===== config.mk =====
export PLATFORM = sky130hd
export DESIGN_NAME = dual_source_merge
export DESIGN_NICKNAME = d
export VERILOG_FILES = /design/src/rtl/merge_pkg.sv /design/src/rtl/merge_fifo.sv /design/src/rtl/dual_source_merge.sv
export SDC_FILE = /design/constraint.sdc
export NUM_CORES = 1
export LEC_CHECK = 0
export CORE_MARGIN = 2
export CORE_UTILIZATION = 59
export CTS_BUF_LIST = sky130_fd_sc_hd__clkbuf_4 sky130_fd_sc_hd__clkbuf_8
export CTS_CLUSTER_SIZE = 12
export DETAILED_ROUTE_END_ITERATION = 8
export PLACE_DENSITY_LB_ADDON = 0.12
export SLEW_MARGIN = 20
export SYNTH_ARGS = -nofsm -noshare
export SYNTH_HDL_FRONTEND = slang
export SYNTH_HIERARCHICAL = 1
export SYNTH_SLANG_ARGS = --single-unit

===== constraint.sdc =====
create_clock -name clk -period 4.2 [get_ports clk]
set_clock_uncertainty 0.2 [all_clocks]
set_input_delay 1.26 -clock clk [delete_from_list [all_inputs] [get_ports clk]]
set_output_delay 1.26 -clock clk [all_outputs]
set_load 0.02 [all_outputs]

===== src/rtl/merge_pkg.sv =====
// rtl/merge_pkg.sv - shared types and sizing helpers for the dual-source merge stage
package merge_pkg;

  typedef enum logic {
    SRC_A = 1'b0,
    SRC_B = 1'b1
  } src_t;

  // Pointer width for a FIFO of the given power-of-two depth.
  function automatic int ptr_w(input int depth);
    return $clog2(depth);
  endfunction

endpackage


===== src/rtl/merge_fifo.sv =====
// rtl/merge_fifo.sv - small per-source FIFO with registered-state push_ready
module merge_fifo
  import merge_pkg::*;
#(
  parameter int WIDTH = 8,
  parameter int DEPTH = 2
) (
  input  logic             clk,
  input  logic             reset_n,
  input  logic             push_valid,
  output logic             push_ready,
  input  logic [WIDTH-1:0] push_data,
  input  logic             pop,
  output logic [WIDTH-1:0] head,
  output logic             empty
);

  localparam int AW = ptr_w(DEPTH);
  localparam logic [AW:0] FULL_CNT = (AW+1)'(DEPTH);

  logic [WIDTH-1:0] mem [DEPTH];
  logic [AW-1:0]    wr_ptr;
  logic [AW-1:0]    rd_ptr;
  logic [AW:0]      count;
  logic             do_push;
  logic             do_pop;

  // Ready depends only on count, so a full FIFO never takes a push while popping.
  assign push_ready = (count != FULL_CNT);
  assign empty      = (count == '0);
  assign head       = mem[rd_ptr];
  assign do_push    = push_valid & push_ready;
  assign do_pop     = pop & ~empty;

  always_ff @(posedge clk) begin
    if (do_push) mem[wr_ptr] <= push_data;
  end

  always_ff @(posedge clk or negedge reset_n) begin
    if (!reset_n)     wr_ptr <= '0;
    else if (do_push) wr_ptr <= wr_ptr + AW'(1);
  end

  always_ff @(posedge clk or negedge reset_n) begin
    if (!reset_n)    rd_ptr <= '0;
    else if (do_pop) rd_ptr <= rd_ptr + AW'(1);
  end

  always_ff @(posedge clk or negedge reset_n) begin
    if (!reset_n) begin
      count <= '0;
    end else begin
      case ({do_push, do_pop})
        2'b10:   count <= count + (AW+1)'(1);
        2'b01:   count <= count - (AW+1)'(1);
        default: count <= count;
      endcase
    end
  end

endmodule


===== src/rtl/dual_source_merge.sv =====
// rtl/dual_source_merge.sv - round-robin merge of two FIFO-buffered sources into one output register
module dual_source_merge
  import merge_pkg::*;
#(
  parameter int WIDTH = 8,
  parameter int DEPTH = 2
) (
  input  logic             clk,
  input  logic             reset_n,
  input  logic             a_valid,
  input  logic [WIDTH-1:0] a_data,
  output logic             a_ready,
  input  logic             b_valid,
  input  logic [WIDTH-1:0] b_data,
  output logic             b_ready,
  output logic             d_valid,
  output logic [WIDTH-1:0] d_data,
  output logic             d_src,
  input  logic             d_ready
);

  logic [WIDTH-1:0] a_head;
  logic [WIDTH-1:0] b_head;
  logic             a_empty;
  logic             b_empty;
  logic             a_pop;
  logic             b_pop;
  logic             load;
  logic             grant_valid;
  src_t             grant_src;
  src_t             last_q;
  src_t             d_src_q;
  logic             d_valid_q;
  logic [WIDTH-1:0] d_data_q;

  merge_fifo #(.WIDTH(WIDTH), .DEPTH(DEPTH)) u_fifo_a (
    .clk(clk), .reset_n(reset_n),
    .push_valid(a_valid), .push_ready(a_ready), .push_data(a_data),
    .pop(a_pop), .head(a_head), .empty(a_empty)
  );

  merge_fifo #(.WIDTH(WIDTH), .DEPTH(DEPTH)) u_fifo_b (
    .clk(clk), .reset_n(reset_n),
    .push_valid(b_valid), .push_ready(b_ready), .push_data(b_data),
    .pop(b_pop), .head(b_head), .empty(b_empty)
  );

  assign load = ~d_valid_q | d_ready;

  // Under contention the source that did not win last time gets the slot.
  always_comb begin
    grant_valid = 1'b0;
    grant_src   = SRC_A;
    if (!a_empty && !b_empty) begin
      grant_valid = 1'b1;
      grant_src   = (last_q == SRC_A) ? SRC_B : SRC_A;
    end else if (!a_empty) begin
      grant_valid = 1'b1;
      grant_src   = SRC_A;
    end else if (!b_empty) begin
      grant_valid = 1'b1;
      grant_src   = SRC_B;
    end
  end

  assign a_pop = load & grant_valid & (grant_src == SRC_A);
  assign b_pop = load & grant_valid & (grant_src == SRC_B);

  always_ff @(posedge clk or negedge reset_n) begin
    if (!reset_n)  d_valid_q <= 1'b0;
    else if (load) d_valid_q <= grant_valid;
  end

  always_ff @(posedge clk or negedge reset_n) begin
    if (!reset_n)                 d_data_q <= '0;
    else if (load && grant_valid) d_data_q <= (grant_src == SRC_A) ? a_head : b_head;
  end

  always_ff @(posedge clk or negedge reset_n) begin
    if (!reset_n)                 d_src_q <= SRC_A;
    else if (load && grant_valid) d_src_q <= grant_src;
  end

  always_ff @(posedge clk or negedge reset_n) begin
    if (!reset_n)                 last_q <= SRC_B;
    else if (load && grant_valid) last_q <= grant_src;
  end

  assign d_valid = d_valid_q;
  assign d_data  = d_data_q;
  assign d_src   = d_src_q;

endmodule


# Word-level counts from Yosys, hierarchy flattened

Memory sizes are Yosys's and may differ from the RTL's.
Index checks and enable logic that the tools add are counted.

Add/sub/neg operators: 8
Multiply operators: 0
Div/mod/pow operators: 0
Magnitude comparators: 0
Equality and inequality tests: 6
Shift operators: 0
Mux-type cells: 13
Bitwise logic cells: 12
Reduce and logical (&&, ||, !) cells: 8

Operators with widths:

| kind                                                               | count |
|---|---|
| 1-bit 2-to-1 mux                                                   | 10 |
| 8-bit 2-to-1 mux                                                   | 1 |
| 2-bit one-hot mux with 2 select lines                              | 2 |
| 1-bit bitwise AND                                                  | 7 |
| 1-bit adder, second input constant                                 | 4 |
| 2-bit by 1-bit adder with 2-bit output, second input constant      | 2 |
| 2-bit by 1-bit == test with 1-bit output, second input constant    | 2 |
| 2-bit == test, second input constant                               | 2 |
| 2-bit zero test                                                    | 2 |
| 2-bit inequality test, second input constant                       | 2 |
| 1-bit NOT                                                          | 4 |
| 2-bit nonzero test                                                 | 2 |
| 2-bit by 1-bit subtractor with 2-bit output, second input constant | 2 |
| 1-bit logical AND                                                  | 2 |
| 1-bit zero test                                                    | 2 |
| 1-bit OR                                                           | 1 |

Bits in registers: 19
Latch bits: 0
Bits in writable memories: 32
Bits in read-only memories: 0
Bits of input ports: 21
Output and inout port bits: 12
Word-level logic and storage cells: 59
Memories: 2

Memory list:

| name         | words | bits a word | read ports | clocked after memory_dff | write ports | RTL line         | text |
|---|---|---|---|---|---|---|---|
| u_fifo_a.mem | 2     | 8           | 1          | 0                        | 1           | merge_fifo.sv:21 | `logic [WIDTH-1:0] mem [DEPTH];` |
| u_fifo_b.mem | 2     | 8           | 1          | 0                        | 1           | merge_fifo.sv:21 |  |

# Depth between registers and ports, before layout

Depth after elaboration: 9
Mapped depth: 9
Mapped depth without buffers: 8

# Modules after synthesis

The synthesis kept the hierarchy.

Modules (own cells, without submodules):

| module            | instances | cells each | area each (µm²) | sequential area each (µm²) |
|---|---|---|---|---|
| merge_fifo        | 2         | 42         | 775.7           | 580.6 |
| dual_source_merge | 1         | 40         | 521.8           | 276.5 |

# Worst setup path before layout

Ideal clock, no wire load.

Path kind: input-to-reg
Start: in d_ready
End: reg u_fifo_b.count[1]
Library setup time: 0.079 ns
Arrival time: 2.334 ns
Required time: 3.921 ns
Path slack: 1.587 ns
Stages: 7
Path buffers: 1
Cells stage by stage: nor2b_4 -> nor3_2 -> buf_6 -> nor2b_2 -> ha_1 -> nor2_1 -> xor2_1

Word-level cells in the longest chain between the ends: 6
Elaborated cells on any way between the ends: 8
Classes of those cells: eq/ne: 2; mux: 1; bitwise: 4; reduce/logical: 1

RTL lines:

| what                                                                        | RTL line                | text |
|---|---|---|
| start: declaration                                                          | dual_source_merge.sv:19 | `input logic d_ready` |
| 1-bit OR *                                                                  | dual_source_merge.sv:48 | `assign load = ~d_valid_q \| d_ready;` |
| 1-bit bitwise AND * (2 in a row)                                            | dual_source_merge.sv:67 | `assign b_pop = load & grant_valid & (grant_src == SRC_B);` |
| via b_pop                                                                   | dual_source_merge.sv:27 | `logic b_pop;` |
| 1-bit bitwise AND *                                                         | merge_fifo.sv:33        | `assign do_pop = pop & ~empty;` |
| via u_fifo_b.do_pop                                                         | merge_fifo.sv:26        | `logic do_pop;` |
| 2-bit by 1-bit == test with 1-bit output or 2-bit == test (tied branches)   | merge_fifo.sv:53        | `case ({do_push, do_pop})` |
| 2-bit one-hot mux with 2 select lines or 2-bit nonzero test (tied branches) | --                      |  |
| end signal: assignment                                                      | merge_fifo.sv:54        | `2'b10: count <= count + (AW+1)'(1);` |
| end signal: assignment                                                      | merge_fifo.sv:55        | `2'b01: count <= count - (AW+1)'(1);` |
| end signal: assignment                                                      | merge_fifo.sv:56        | `default: count <= count;` |
| end: declaration                                                            | merge_fifo.sv:24        | `logic [AW:0] count;` |

The timed path passes the listed nets; every way through them passes the cells marked *.
A chain may end at the register's enable or synchronous reset.

# Worst setup path in the final report

Start: reg u_fifo_b.count[0]
End: out b_ready

Word-level cells in the longest chain between the ends: 1

RTL lines:

| what                  | RTL line                | text |
|---|---|---|
| 2-bit inequality test | merge_fifo.sv:29        | `assign push_ready = (count != FULL_CNT);` |
| end: declaration      | dual_source_merge.sv:15 | `output logic b_ready,` |

Every way passes these cells.

==> flow_summary.toml <==
[logic_synthesis]
synthTopCellsByCount = "edfxtp_1 (32), dfrtp_1 (18), mux2_2 (16)"
ys_seq_elements = 51
synth.top_cells.by_area = "edfxtp_1 (46%), dfrtp_1 (22%), mux2_2 (8.7%), a221o_1 (3.9%), a21boi_0 (2.9%)"
syn_avg_cell_area_um2 = 16.7
synth-edff-count = 32
synth_top_area_share_pct = 46.3
synth-async-reset-ratio_pct = 37.3
synth_ff_type = "edfxtp_1"
syn-cell-area_um2 = 2070
ys_seq_area_share_pct = 69.3
yosysMostFrequentCell = "edfxtp_1"
yosysWarningCount = 6
synth_top_area_cell = "edfxtp_1"
synth_cell_types = 24
netlist_instances = 124
synth.net_count = 147

[cts]
cts_buffers = 5
clk_pin_slew_ns = 0.13
cts_hold_buf = 0
clkLatencyLatePin_ns = 0.35
cts-htree-levels = 2
cts-root-buf = "clkbuf_4"
post_cts_buffers = 0
ctsLongestPathBuffers = 2
clkSinkCount = 51
cts_tree = "yes"
cts_resized = 0

[place]
post-place-ws_ns = 0.906
place.gp.congestion = 0.803
portBuffers = 32
dpl.hpwl_mm = 2.51
place_inst = 199

[timing]
fin_crit_ns = 3.00
hold-worst-slack_ns = 0.301
worstMarginPinSlew_ns = 0.829
hold_viol = 0
fin_crit_sh_pct = 71.5
fmax_mhz = 333
maxSlewViolCount = 0
setup_slack_ns = 1.20
maxSlewHeadroom_pct = 44.6
fin_tns_setup_ns = 0
grt_setup_unrepaired = "no"
setup_viol = 0

[floorplan]
floorplan.initialDensity_pct = 61.6
core_region_area_um2 = 3360
fp-row-count = 21
die-height_um = 63.3
die-width_um = 63.3
ios = 33
design.die.area_um2 = 4000

[critical_path]
reg2reg_slack_ns = 1.86
critPathKind = "flop to primary output"
cp-startpoint = "u_fifo_b/count[0]"
worstSetupEndpoint = "b_ready"
r2r_cells = 7
start_kind = "flop"
endpoint_kind = "primary output"
required_ns = 2.74
cp.arrival_ns = 1.54
rr_startpoint = "u_fifo_b/count[0]"
r2r_end = "u_fifo_a/count[1]"
crit_fanout = 4

[global_routing]
antenna_found_initial = 0
grt_max_degree = 20
grt_pass1_wl_mm = 5.68
overflow = 0
grt_pass1_vias = 1158
grt_use_total_pct = 19.4

[finish]
area_growth_pct = 20.5
regArea_um2 = 1440
layout.cells.non_filler = 207
nFillCells = 250
antenna_cells = 0
multiInputGateArea_um2 = 607
drive_gt1_share_pct = 21.7
nets = 183

[detailed_routing]
avgViaCountPerCell = 5.48
drt_iter0_markers = 65
vias = 1135
drc = 0
wirelength_mm = 3.35
antenna_left = 0
first_pass_iters = 4
routedWlPerCell_um = 16.2

[flow_run]
cap_violations = 0

[pwr]
leakagePower_nw = 0.934
pwr_density_cell_nw_per_um2 = 693
vdd_ir_drop_max_uv = 533
power_mw = 1.73

[status]
status = "finished clean"

[worst_hold_path]
worstHoldPathCells = 1
hold_path_class = "flop to flop"
==> power by group <==
| group | switching (mW) | internal [mW] |
|---|---|---|
| registers | 0.116 | 0.714 |
| logic | 0.315 | 0.357 |
| clock network | 0.147 | 0.0826 |
==> layout make-up <==
| class | instances | share of cell area, % |
|---|---|---|
| Tap cell | 46 | 2.30 |
| Timing Repair Buffer | 33 | 13.1 |
| Clock inverter | 2 | 0.651 |
| Multi-Input combinational cell | 69 | 24.3 |
| Clock buffer | 6 | 2.05 |
| Sequential cell | 51 | 57.6 |
==> through the flow <==
step	util [%]	cell area [um^2]
3_5_place_dp	72.2	2430
4_1_cts	74.3	2500
3_3_place_gp	72.2	2430
5_1_grt	74.3	2500
2_1_floorplan	-	2070
6_report	74.3	2500
==> registers in the layout, indices dropped and copies added (netlist names), 2 cells and up <==
signal,flops
u_fifo_a/mem,16
u_fifo_b/count,2
u_fifo_a/count,2
d_data,8
u_fifo_b/mem,16
==> per-layer routing <==
layer  GRT usage [%]  wire length (um)  vias up
met5               0                 0        -
met4            6.52                47        0
met3            5.54               162        5
met2            31.9              1720       31
met1            24.9              1420      557
li1                -                 -      542
==> cell families (layout without fill, tap and decap cells) <==
group / after synthesis / in the layout / share of synthesized area [%]
flops: 51 / 51 / 69.3
simple gates: 23 / 23 / 7.54
compound gates: 18 / 18 / 7.60
mux: 16 / 16 / 8.69
xor+xnor: 10 / 10 / 4.22
buf+inv: 4 / 41 / 1.39
fa+ha+maj: 2 / 2 / 1.21
==> critical path, stage by stage, from the launching register on <==
cell and delay (ns):
dfrtp_1 0.44, nand2b_4 0.16, clkdlybuf4s50_1 0.59
==> cell usage in the layout (no fill, tap or decap), drive strengths merged, types with 3 or more instances in the layout <==
cell type,instances
mux2,16
nand2,4
nor2b,4
nor2,7
nand2b,3
clkdlybuf4s50,32
xnor2,6
dfrtp,18
a21boi,8
a221o,8
xor2,4
edfxtp,32
clkbuf,6
==> how the worst min path moves through the flow <==
stage / start / endpoint / slack, ns
final: u_fifo_b/wr_ptr / u_fifo_b/wr_ptr / 0.30
after global routing: u_fifo_a/wr_ptr / u_fifo_a/wr_ptr / 0.35
after CTS: u_fifo_b/wr_ptr / u_fifo_b/wr_ptr / 0.31
after detailed placement: d_src / d_src / 0.27
after global placement: d_src / d_src / 0.27
after floorplan: u_fifo_a/wr_ptr / u_fifo_a/wr_ptr / 0.26
Note: power is estimated with default switching activity, not from simulation.
==> RTL edit (same settings) <==
`DEPTH` is set to 2 in 2 places; all go to 8.
--- a/src/rtl/merge_fifo.sv
+++ b/src/rtl/merge_fifo.sv
@@ -3,7 +3,7 @@
   import merge_pkg::*;
 #(
   parameter int WIDTH = 8,
-  parameter int DEPTH = 2
+  parameter int DEPTH = 8
 ) (
   input  logic             clk,
   input  logic             reset_n,
--- a/src/rtl/dual_source_merge.sv
+++ b/src/rtl/dual_source_merge.sv
@@ -3,7 +3,7 @@
   import merge_pkg::*;
 #(
   parameter int WIDTH = 8,
-  parameter int DEPTH = 2
+  parameter int DEPTH = 8
 ) (
   input  logic             clk,
   input  logic             reset_n,
Behaviour: not the same (a bounded check fails within 4 cycles, from zero or initial values and one cycle with reset_n low).
==> RTL edit against the original RTL <==
  * Sequential cell count increased by 108
  * Area after synthesis increased to 3.3 times the old value
  * Cell count increased to 2.8 times the old value
  * Register-to-register slack got worse by 1.1 ns
  * Setup slack got worse by 0.70 ns
  * Power increased to 2.9 times the old value
  * Design area increased to 3.1 times the old value
  * Utilization decreased by 6.3 points
  * Highest routed layer unchanged
  * Routed wire length increased to 3.6 times the old value
  * Non-clock buffer count increased by 24
  * Sequential power increased to 2.9 times the old value
==> RTL edit: results (changes against the original RTL) <==
metric;value;unit;change
Seq group;0.00242;W;+190%
clock buffers;22;;+16
Seq/total area;0.5977;;+0.02202
H-tree depth;4;;+2
Placed Instances;543;;+170%
Psw;0.001625;W;+180%
share of cells above drive strength 1;0.2037;;-0.01369
Cell Area, Placed;0.007362;mm²;+200%
Die X;111.5;µm;+76%
met3 WL;443;µm;+170%
Synth area leaders;edfxtp_1, mux4_1, dfrtp_1, mux2_2, ha_1;;
outcome;finished, final reports clean;;
largest net degree at the start of global routing;32;;+60%
drt first pass iters;5;;+1
met1 wire length;5734;µm;+300%
Max rail drop VDD;447.0;µV;-16%
Max Fanout on Critical Path;5;;+1
Fin Hold WS;0.2917;ns;-0.009746 ns
pre-CTS WS;0.03937;ns;-0.8662 ns
Synth cell types;48;;+100%
mux cell area share after synthesis;0.1598;;+0.07291
invs w/o clock;10;;+10
XOR/XNOR Fraction of Synth Area;0.01541;;-0.02683
Reg2Reg Capture Point;u_fifo_b/count[3];;
Syn Nets;393;;+170%
RTL edit: worst max path at each step:
stage                       from                 to  slack (ns)  depth (start not counted)
2_1_floorplan            d_ready  u_fifo_b/count[3]        0.52                         10
3_3_place_gp             d_ready  u_fifo_b/count[3]        0.14                         10
3_5_place_dp             d_ready  u_fifo_b/count[3]        0.04                         10
4_1_cts        u_fifo_b/count[0]            b_ready        0.53                          2
5_1_grt                  d_ready  u_fifo_b/count[3]        0.39                         10
6_report                 d_ready  u_fifo_b/count[3]        0.50                         10
RTL edit: critical path, stage by stage:
cell and delay (ns):
clkdlybuf4s50_1 0.45, nor2b_4 0.18, nor3_2 0.07, o41ai_1 0.16, inv_1 0.17, ha_1 0.24
ha_1 0.35, or4b_2 0.67, o311ai_0 0.12, o211ai_1 0.14
